--- src/rtl/exc_sched.sv ---
// Exception/interrupt scheduler: commits traps and erets from M-stage, then flushes and redirects the pipeline.
// Latency: req/exl_clr are combinational in the trigger cycle; flush/redirect follow from the next edge.
// Backpressure: none; inputs are ignored while FLUSH or ERET is active, and pending interrupts stay held by their sources.
module exc_sched #(
   parameter logic [31:0] HANDLER_PC   = 32'h0000_4180,
   parameter int          FLUSH_CYCLES = 2
) (
   input  logic        clk,
   input  logic        reset,
   input  logic        m_valid,
   input  logic [4:0]  exc_m,
   input  logic [31:0] pc_m,
   input  logic        bd_m,
   input  logic        eret_m,
   input  logic [5:0]  hwint,
   input  logic [5:0]  sr_im,
   input  logic        sr_ie,
   input  logic        sr_exl,
   input  logic [31:0] epc_in,
   output logic        req,
   output logic [4:0]  exc_code,
   output logic [31:0] epc_out,
   output logic        bd_out,
   output logic        exl_clr,
   output logic        flush,
   output logic        redirect,
   output logic [31:0] redirect_pc,
   output logic        busy,
   output logic [7:0]  trap_cnt
);

   localparam logic [1:0] S_IDLE  = 2'd0;
   localparam logic [1:0] S_FLUSH = 2'd1;
   localparam logic [1:0] S_ERET  = 2'd2;

   // Counter reload value; the first FLUSH cycle is the one where the counter still holds it.
   localparam logic [2:0] FLUSH_LOAD = 3'(FLUSH_CYCLES - 1);

   logic [1:0] state_q, state_d;
   logic [2:0] cnt_q, cnt_d;
   logic [7:0] trap_cnt_q, trap_cnt_d;

   logic int_pend;
   logic in_idle;
   logic trig;
   logic take_eret;
   logic first_flush;

   // Trigger decode; everything is gated by reset so outputs read 0 while it is held.
   always_comb begin
      int_pend    = (|(hwint & sr_im)) & sr_ie & ~sr_exl;
      in_idle     = (state_q == S_IDLE) & ~reset;
      trig        = in_idle & m_valid & (int_pend | (exc_m != 5'd0));
      take_eret   = in_idle & m_valid & eret_m & ~trig;
      first_flush = (state_q == S_FLUSH) & (cnt_q == FLUSH_LOAD);
   end

   // CP0 commit outputs: only non-zero in the trap cycle; interrupts take priority over exceptions.
   always_comb begin
      req      = trig;
      exc_code = 5'd0;
      epc_out  = 32'd0;
      bd_out   = 1'b0;
      exl_clr  = take_eret;
      if (trig) begin
         exc_code = int_pend ? 5'd0 : exc_m;
         epc_out  = bd_m ? (pc_m - 32'd4) : pc_m;
         bd_out   = bd_m;
      end
   end

   // Pipeline control outputs: flush in FLUSH/ERET, redirect in first FLUSH cycle or the ERET cycle.
   always_comb begin
      busy        = ~reset & (state_q != S_IDLE);
      flush       = ~reset & ((state_q == S_FLUSH) | (state_q == S_ERET));
      redirect    = 1'b0;
      redirect_pc = 32'd0;
      if (!reset && state_q == S_ERET) begin
         redirect    = 1'b1;
         redirect_pc = epc_in;
      end else if (!reset && first_flush) begin
         redirect    = 1'b1;
         redirect_pc = HANDLER_PC;
      end
      trap_cnt = trap_cnt_q;
   end

   // Next-state logic for the controller, flush down-counter and trap counter.
   always_comb begin
      state_d    = state_q;
      cnt_d      = cnt_q;
      trap_cnt_d = trap_cnt_q + {7'd0, trig};
      case (state_q)
         S_IDLE: begin
            if (trig) begin
               state_d = S_FLUSH;
               cnt_d   = FLUSH_LOAD;
            end else if (take_eret) begin
               state_d = S_ERET;
            end
         end
         S_FLUSH: begin
            if (cnt_q == 3'd0) begin
               state_d = S_IDLE;
            end else begin
               cnt_d = cnt_q - 3'd1;
            end
         end
         S_ERET: begin
            state_d = S_IDLE;
         end
         default: begin
            state_d = S_IDLE;
            cnt_d   = 3'd0;
         end
      endcase
   end

   // State registers with asynchronous reset.
   always_ff @(posedge clk or posedge reset) begin
      if (reset) begin
         state_q    <= S_IDLE;
         cnt_q      <= 3'd0;
         trap_cnt_q <= 8'd0;
      end else begin
         state_q    <= state_d;
         cnt_q      <= cnt_d;
         trap_cnt_q <= trap_cnt_d;
      end
   end

endmodule

--- config.mk ---
export PLATFORM = sky130hd
export DESIGN_NAME = exc_sched
export DESIGN_NICKNAME = d
export VERILOG_FILES = /design/src/rtl/exc_sched.sv
export SDC_FILE = /design/constraint.sdc
export NUM_CORES = 1
export LEC_CHECK = 0
export CAP_MARGIN = 25
export CORE_MARGIN = 5
export CORE_UTILIZATION = 32
export CTS_CLUSTER_DIAMETER = 100
export DETAILED_ROUTE_END_ITERATION = 12
export GPL_TIMING_DRIVEN = 0
export PLACE_DENSITY = 0.82
export SETUP_SLACK_MARGIN = 0.5
export SLEW_MARGIN = 20
export SYNTH_ARGS = -nofsm -noshare
export SYNTH_HDL_FRONTEND = slang
export SYNTH_SLANG_ARGS = --single-unit
--- constraint.sdc ---
create_clock -name clk -period 3.4 [get_ports clk]
set_input_delay 0.34 -clock clk [delete_from_list [all_inputs] [get_ports clk]]
set_output_delay 0.34 -clock clk [all_outputs]
set_load 0.03 [all_outputs]
==> metrics.txt, run 1 <==
status completed; peak supply drop between 0.2 and 0.25 mV; Syn Inst Count 267; Hold Crit Class input pin to asynchronous set/reset pin; initial antenna violation count 0; sequential share of the synthesized area 16.9%; IO Pins ~170; vias in the first global route roughly 2.8k; CP endpoint kind output pin; kind of critical path input pin to output pin; Req. time, crit path 3.06 ns; Synth Area per Inst 7.19 µm²; Crit path arrival time approximately 2.6 ns; largest net degree at the start of global routing 23; Clock Latency Late Sink approximately 0.24 ns; sw frac between 40% and 50%; skew final 0.00307 ns; port bufs between 150 and 200; most frequent cells in the layout clkdlybuf4s50_1 (107), and3_1 (31), nor2_1 (21); LEAKAGE 1.79 nW; routability cong. about 0.89; Via density between 5 and 6; Die Span Y about 87 µm; internal power roughly 0.67 mW; pwr/cell area ~310 mW/mm²; total chip power 1.26 mW; DR iter-0 viols between 80 and 90; # rows 28; Mapped Area 0.00192 mm²; final core area utilization between 60% and 70%; Reg area about 330 µm²; Total GRT Usage 20.5%; final worst path period share a little under nine tenths; Routed WL approximately 8600 µm; max-cap violations 0; core area approximately 0.0059 mm²; RSZ-0062 raised after global routing yes; vias 2876; first-pass GRT wire length around 13000 µm; nets@finish ~550; CTS tree done; Mapped Nets approximately 360; Worst Max-Slew Pin Slew ~0.46 ns; reg2reg start state_q[1]; Slew Limit Fails 0; Final min period 2.94 ns; ANT cells 0; DP Area 0.00372 mm²; layout cells sized above 1 roughly 27%; placed cell count just over 500; Synth cell types 44; final hold violation count 0; fillers just under 500; dpl hpwl about 6500 µm; sw power a little under 0.6 mW; area of the die between 0.007 and 0.008 mm²; final setup fails 0; Post-synth ARST share 100%; setup TNS 0 ns; Clock transition at path regs 0.06 ns; post-route ant nets 0; Design Area, Final 0.00402 mm²; CTS buffer count 3; Crit. Startpoint pc_m[4]; FMAX 341 MHz; final hold slack approximately 0.37 ns; clock share of power around a tenth; Slew HR about 69%; Setup WS pre-CTS -0.529 ns; logic gate share of total power between 60 and 70%; CP startpoint kind input pin; Starting Density about a third; Non-Filler Instances approximately 530; Sequential Power Share 20.6%; drt drc 0; wire per inst approximately 16 µm; Detailed Routing Iterations Pass 1 4; Area growth syn-to-layout 110%; Post-synth EDFFs 0; Multi-input gate area around 0.0016 mm²; hold buffer count at cts 0; Die W about 87 µm; Root Driver clkbuf_8; final setup margin about 0.46 ns; flops & latches, synth 13; commonest register cell after synthesis dfrtp_1; H-tree levels 1; leading cell type in the layout, fill and taps excluded clkdlybuf4s50_1; Sink Count 13; Synth Warn # 0; crit-path max FO 5; total grt overflow 0; clock buffer depth 2
-- final timing paths --
check	endpoint	slack (ns)	cells after the start
min	state_q[0]	0.37	3
min reg2reg	trap_cnt[7]	0.47	1
min in group clk	trap_cnt[7]	0.47	1
max	epc_out[22]	0.46	7
max in group asynchronous	trap_cnt[3]	2.71	3
max reg2reg	trap_cnt[7]	0.71	14
-- sequential cells by signal (all words and copies together) (netlist names) --
| register | flops |
|---|---|
| trap_cnt | 8 |
| cnt_q | 3 |
| state_q | 2 |
-- cells by family after synthesis --
family	synth area share, %
xor gates and xnor gates	8.67
AOI/OAI and AO/OA	19.4
and+or+nand+nor	41.7
adders and majority gates	5.87
DFF	16.9
buffers and inverters	7.37
-- critical path: stages --
cell     delay [ns]
buf_8          0.10
or4b_4         0.53
or4_4          0.60
buf_8          0.17
or4b_4         0.55
a21oi_4        0.15
buf_6          0.15
-- cell usage after synthesis, types with 2 or more instances --
cell | count | share of area (%)
clkbuf_1 | 19 | 3.7
or4_1 | 18 | 7.0
or3b_2 | 2 | 0.91
nand3_1 | 2 | 0.52
dfrtp_1 | 13 | 17
a31oi_1 | 4 | 1.3
nand2b_1 | 2 | 0.65
and3_1 | 31 | 10
o31ai_1 | 11 | 4.3
ha_1 | 9 | 5.9
nor3_1 | 4 | 1.0
nor4_1 | 7 | 2.3
a22oi_1 | 3 | 1.2
or2_2 | 3 | 0.98
nor2_1 | 22 | 4.3
and2_1 | 6 | 2.0
xor2_1 | 3 | 1.4
or3_1 | 14 | 4.6
inv_1 | 15 | 2.9
xnor2_1 | 16 | 7.3
nor2b_1 | 3 | 0.98
o2bb2ai_1 | 2 | 0.91
nand2_1 | 7 | 1.4
o21ai_0 | 3 | 0.78
nand4_1 | 2 | 0.65
a311o_1 | 2 | 1.0
o41ai_1 | 3 | 1.4
a21oi_1 | 23 | 6.0
or4b_1 | 3 | 1.6
-- final cells by class --
type	instances	area share (%)
Sequential cell	13	8.08
Inverter	15	1.40
Buffer	22	3.95
Clock buffer	4	1.12
Tap cell	75	2.33
Timing Repair Buffer	182	42.7
Multi-Input combinational cell	217	40.4
-- what timing repair did --
action,CTS,global route
gates resized for setup,255,97
setup buffers,5,5
gates cloned,2,1
setup endpoints to repair,47,72
pin swaps,11,21
-- routing by layer --
layer / part of all wire, % / routed length, µm / vias to the layer above / GRT usage (%)
met5: 0 / 0 / - / 0
met4: 2.2 / 188 / 0 / 5.44
met3: 11 / 904 / 18 / 5.58
met2: 51 / 4350 / 165 / 38.7
met1: 36 / 3110 / 1321 / 22.3
li1: - / - / 1372 / -
-- power groups by stage --
stage          logic [mW]  clock network [mW]  registers, mW
2_1_floorplan       0.421                   0          0.313
6_report            0.867               0.135          0.261
4_1_cts             0.852               0.139          0.261
5_1_grt             0.936               0.145          0.269
3_3_place_gp        0.840                   0          0.259
3_5_place_dp        0.853                   0          0.263
(Power assumes the default switching activity.)
==> run 2: changes to the inputs <==
--- a/config.mk
+++ b/config.mk
@@ -9,6 +9,7 @@
 export CORE_MARGIN = 5
 export CORE_UTILIZATION = 32
 export CTS_CLUSTER_DIAMETER = 100
+export CTS_CLUSTER_SIZE = 8
 export DETAILED_ROUTE_END_ITERATION = 12
 export GPL_TIMING_DRIVEN = 0
 export PLACE_DENSITY = 0.82
==> results of run 2 <==
Final layout, timing and power as in run 1 (identical DEF).
==> RTL edit 1, RTL diff (config.mk and constraints of run 1) <==
`HANDLER_PC`: 32'h0000_4180 -> 32'h00004000.
--- a/src/rtl/exc_sched.sv
+++ b/src/rtl/exc_sched.sv
@@ -2,7 +2,7 @@
 // Latency: req/exl_clr are combinational in the trigger cycle; flush/redirect follow from the next edge.
 // Backpressure: none; inputs are ignored while FLUSH or ERET is active, and pending interrupts stay held by their sources.
 module exc_sched #(
-   parameter logic [31:0] HANDLER_PC   = 32'h0000_4180,
+   parameter logic [31:0] HANDLER_PC   = 32'h00004000,
    parameter int          FLUSH_CYCLES = 2
 ) (
    input  logic        clk,
Formal check against the unedited RTL: not equivalent (Yosys sat finds a counterexample within 4 cycles, from zero or initial values and one cycle with reset high).
==> RTL edit 1 against run 1 <==
- critical path depth is the same
- wire length shrank 0.19%
- sequential cell count is the same
- worst setup slack gained 0.056 ns
- largest power group unchanged
- area after synthesis shrank 0.78%
- via count shrank 5.8%
- total power shrank 2.2%
- final area is the same
==> RTL edit 1: results (changes against run 1) <==
* Status: finished, final reports clean (unchanged)
* Synth Area in XOR/XNOR at 8.739% (was 8.670%)
* Post-CTS resize count at 304 (was 255)
* # fillers at 502 (was 483)
* Layout cells sized above 1 at 29.24% (was 26.93%)
* Final net count at 546 (was 551)
* Tot GR Track Use at 20.81% (was 20.55%)
* First-pass GRT wire length at 13.02 mm (was 12.93 mm)
* DP HPWL at 6.668 mm (was 6.525 mm)
* Synth Area in Compound Gates at 19.05% (was 19.43%)
* Adder-cell share of the synthesized area at 5.913% (was 5.867%)
* Met3 Routed Length at 833 um (was 904 um)
* Dpl ws at -0.4999 ns (was -0.5291 ns)
* Hold Path Class: reg2reg (was in2async)
* Wl on met1 at 2.975 mm (was 3.109 mm)
* Synth top cells by count: and2_1, nor2_1, a21oi_1 (was and3_1, a21oi_1, nor2_1)
* Most frequent cell after synthesis: and2_1 (was and3_1)
* Top post-synthesis cells by area: dfrtp_1, and2_1, xnor2_1 (was dfrtp_1, and3_1, xnor2_1)
* PortBufs at 170 (was 169)
* GR Util met3 at 5.109% (was 5.582%)
* Hold_ws at 0.4709 ns (was 0.3730 ns)
* Lkg Pwr at 1.982 nW (was 1.789 nW)
* Net count after synthesis at 359 (was 364)
* Final wirelength at 8.538 mm (was 8.554 mm)
* Crit path largest cell delay at 0.56 ns (was 0.60 ns)
* Power density cells at 306.8 nW/um^2 (was 313.7 nW/um^2)
* Vias per Instance at 5.178 (was 5.447)
* Final Skew at 0.001334 ns (was 0.003069 ns)
* R2R Setup Slk at 0.68 ns (was 0.71 ns)
* Largest net degree at the start of global routing at 14 (was 23)
* Avg Inst Size Synth at 7.268 um^2 (was 7.189 um^2)
* Grt met2 use at 40.23% (was 38.70%)
* Seq/Total Area, Yosys at 17.08% (was 16.95%)
RTL edit 1: final timing paths:
| path | startpoint | end |
|---|---|---|
| max | pc_m[11] | epc_out[31] |
| min | trap_cnt[7] | trap_cnt[7] |
| max reg2reg | state_q[1] | trap_cnt[7] |
| min reg2reg | trap_cnt[7] | trap_cnt[7] |
| max in group asynchronous | reset | trap_cnt[0] |
| min in group asynchronous | reset | cnt_q[2] |
RTL edit 1: layout make-up:
| cell class | instances | area [um^2] | area share (%) |
|---|---|---|---|
| multi-input combinational | 217 | 1680 | 41.76 |
| timing repair buffer | 182 | 1684 | 41.85 |
| buffer | 18 | 142.6 | 3.545 |
| tap | 75 | 93.84 | 2.332 |
| inverter | 14 | 52.55 | 1.306 |
| clock buffer | 4 | 45.04 | 1.119 |
| sequential | 13 | 325.3 | 8.085 |
RTL edit 1: report_power, final:
group	switching (mW)	internal (mW)
Combinational	0.468	0.367
Sequential	0.0556	0.207
Clock	0.0538	0.0827
Total	0.578	0.657
==> RTL edit 2, RTL diff (config.mk and constraints of run 1) <==
Made on the original files. Put a register stage on the output `trap_cnt`, with the module's reset. The value now appears one clock later. The other outputs are not delayed to match.
--- a/src/rtl/exc_sched.sv
+++ b/src/rtl/exc_sched.sv
@@ -35,6 +35,8 @@
 
    // Counter reload value; the first FLUSH cycle is the one where the counter still holds it.
    localparam logic [2:0] FLUSH_LOAD = 3'(FLUSH_CYCLES - 1);
+
+   logic [7:0] trap_cnt_c;
 
    logic [1:0] state_q, state_d;
    logic [2:0] cnt_q, cnt_d;
@@ -82,7 +84,7 @@
          redirect    = 1'b1;
          redirect_pc = HANDLER_PC;
       end
-      trap_cnt = trap_cnt_q;
+      trap_cnt_c = trap_cnt_q;
    end
 
    // Next-state logic for the controller, flush down-counter and trap counter.
@@ -129,5 +131,13 @@
       end
    end
 
+   always_ff @(posedge clk or posedge reset) begin
+      if (reset) begin
+         trap_cnt <= '0;
+      end else begin
+         trap_cnt <= trap_cnt_c;
+      end
+   end
+
 endmodule
 
Formal check against the unedited RTL: not equivalent (Yosys sat finds a counterexample within 4 cycles, from zero or initial values and one cycle with reset high).
==> RTL edit 2 against run 1 <==
- wire length fell by 8.0%
- worst hold slack got worse by 0.031 ns
- largest power group unchanged
- critical endpoint is now epc_out[31]
- utilization fell by 2.7 points
- critical path depth did not move
- non-clock buffer count fell by 21
- worst setup slack improved by 0.020 ns
- clock power rose by 17%
- final area fell by 2.7%
- area after synthesis rose by 2.9%
- sequential cell count rose by 8
- total power rose by 28%
==> RTL edit 2: results (changes against run 1) <==
* Placed Cells at 498 (was 511)
* Crit path largest cell delay at 0.56 ns (was 0.60 ns)
* Layout cells sized above 1 at 8.565% (was 26.93%)
* Worst path slowest cell: or4_4 (unchanged)
* Post-CTS resize count at 72 (was 255)
* Via count at 2457 (was 2876)
* Lkg Pwr at 1.907 nW (was 1.789 nW)
* Slew @ Worst Pin at 0.7433 ns (was 0.4631 ns)
* DP HPWL at 6.455 mm (was 6.525 mm)
* Net count after synthesis at 352 (was 364)
* DRT iter0 DRCs at 66 (was 83)
* Final Skew at 0.003539 ns (was 0.003069 ns)
* Arr. time, crit path at 2.58 ns (was 2.60 ns)
* Setup violations, final at 0 (unchanged)
* Cell Area, Placed at 3750 um^2 (was 3720 um^2)
* Fin util at 65.71% (was 68.37%)
* # fillers at 516 (was 483)
* Seq/Total Area, Yosys at 26.62% (was 16.95%)
* Worst skew pair latency at 0.26 ns (was 0.24 ns)
* Hold_ws at 0.3420 ns (was 0.3730 ns)
* Reg2Reg Launch Point: state_q[0] (was state_q[1])
* Ant. Diodes at 0 (unchanged)
* Final wirelength at 7.866 mm (was 8.554 mm)
* Psw at 0.7463 mW (was 0.5921 mW)
* Reg2reg path depth at 10 (was 14)
* R2R Setup Slk at 0.99 ns (was 0.71 ns)
* Tot GR Track Use at 18.46% (was 20.55%)
* Critical-path maximum fanout at 7 (was 5)
* Final net count at 530 (was 551)
* Avg Inst Size Synth at 7.743 um^2 (was 7.189 um^2)
* Gpl congestion at 0.7831 (was 0.8947)
* First-pass GRT wire length at 11.80 mm (was 12.93 mm)
* Largest net degree at the start of global routing at 22 (was 23)
* Worst-path clk slew at 0.07 ns
* CTS Buf Count at 3 (unchanged)
* Wirelength per Cell at 15.51 um (was 16.20 um)
* Dpl ws at -0.3018 ns (was -0.5291 ns)
* FF-to-FF End: trap_cnt_c[7] (was trap_cnt[7])
* Synth top cells by count: and2_1, nor2_1, dfrtp_1 (was and3_1, a21oi_1, nor2_1)
* Synth unique cells at 43 (was 44)
* Peak supply drop at 0.3937 mV (was 0.2025 mV)
* Status: finished, final reports clean (unchanged)
* PortBufs at 168 (was 169)
* Root buffer cell: clkbuf_8 (unchanged)
* Top post-synthesis cells by area: dfrtp_1, and2_1, xnor2_1 (was dfrtp_1, and3_1, xnor2_1)
* Worst setup path start: pc_m[10] (was pc_m[4])
[RTL edit 2: power by group through the flow]
stage | registers (mW) | clock network (mW) | logic (mW)
2_1_floorplan | 0.430 | 0 | 0.575
3_3_place_gp | 0.383 | 0 | 1.07
3_5_place_dp | 0.388 | 0 | 1.09
4_1_cts | 0.383 | 0.161 | 1.08
5_1_grt | 0.394 | 0.174 | 1.16
6_report | 0.384 | 0.158 | 1.07
[RTL edit 2: worst max-delay path by stage]
stage,to,depth (start not counted),slack (ns)
after global routing,epc_out[31],8,0.38
final,epc_out[31],7,0.48
after CTS,epc_out[31],7,0.49
after detailed placement,epc_out[31],8,-0.30
after floorplan,epc_out[31],5,0.67
after global placement,epc_out[31],8,-0.29
[RTL edit 2: worst max-delay path, delay by kind of cell]
kind            cells  cell delay [ns]
compound gates      1             0.16
buf+inv             2             0.48
simple gates        4             1.59
[RTL edit 2: per-layer routing]
| metal | global-route usage [%] | vias up | share of wire [%] |
|---|---|---|---|
| li1 | - | 1225 | - |
| met1 | 19.62 | 1104 | 34 |
| met2 | 36.10 | 118 | 55 |
| met3 | 4.842 | 10 | 9.9 |
| met4 | 3.984 | 0 | 1.0 |
| met5 | 0 | - | 0 |
[RTL edit 2: logic make-up (layout without fill, tap and decap cells)]
kind of cell	count (synthesis)	count (layout)	synth area share (%)
adders and majority gates	9	9	5.704
buffers and inverters	19	196	3.612
AOI/OAI and AO/OA	32	32	10.14
and+or+nand+nor	144	144	40.49
DFF	21	21	26.62
muxes	1	1	0.5703
xor gates and xnor gates	29	29	12.86
[RTL edit 2: cell type report]
cell class	instances	area share (%)
Buffer	10	1.151
Clock buffer	3	1.055
Clock inverter	1	0.1279
Inverter	9	0.8632
Multi-Input combinational cell	215	37.12
Sequential cell	21	13.43
Tap cell	75	2.398
Timing Repair Buffer	173	43.86
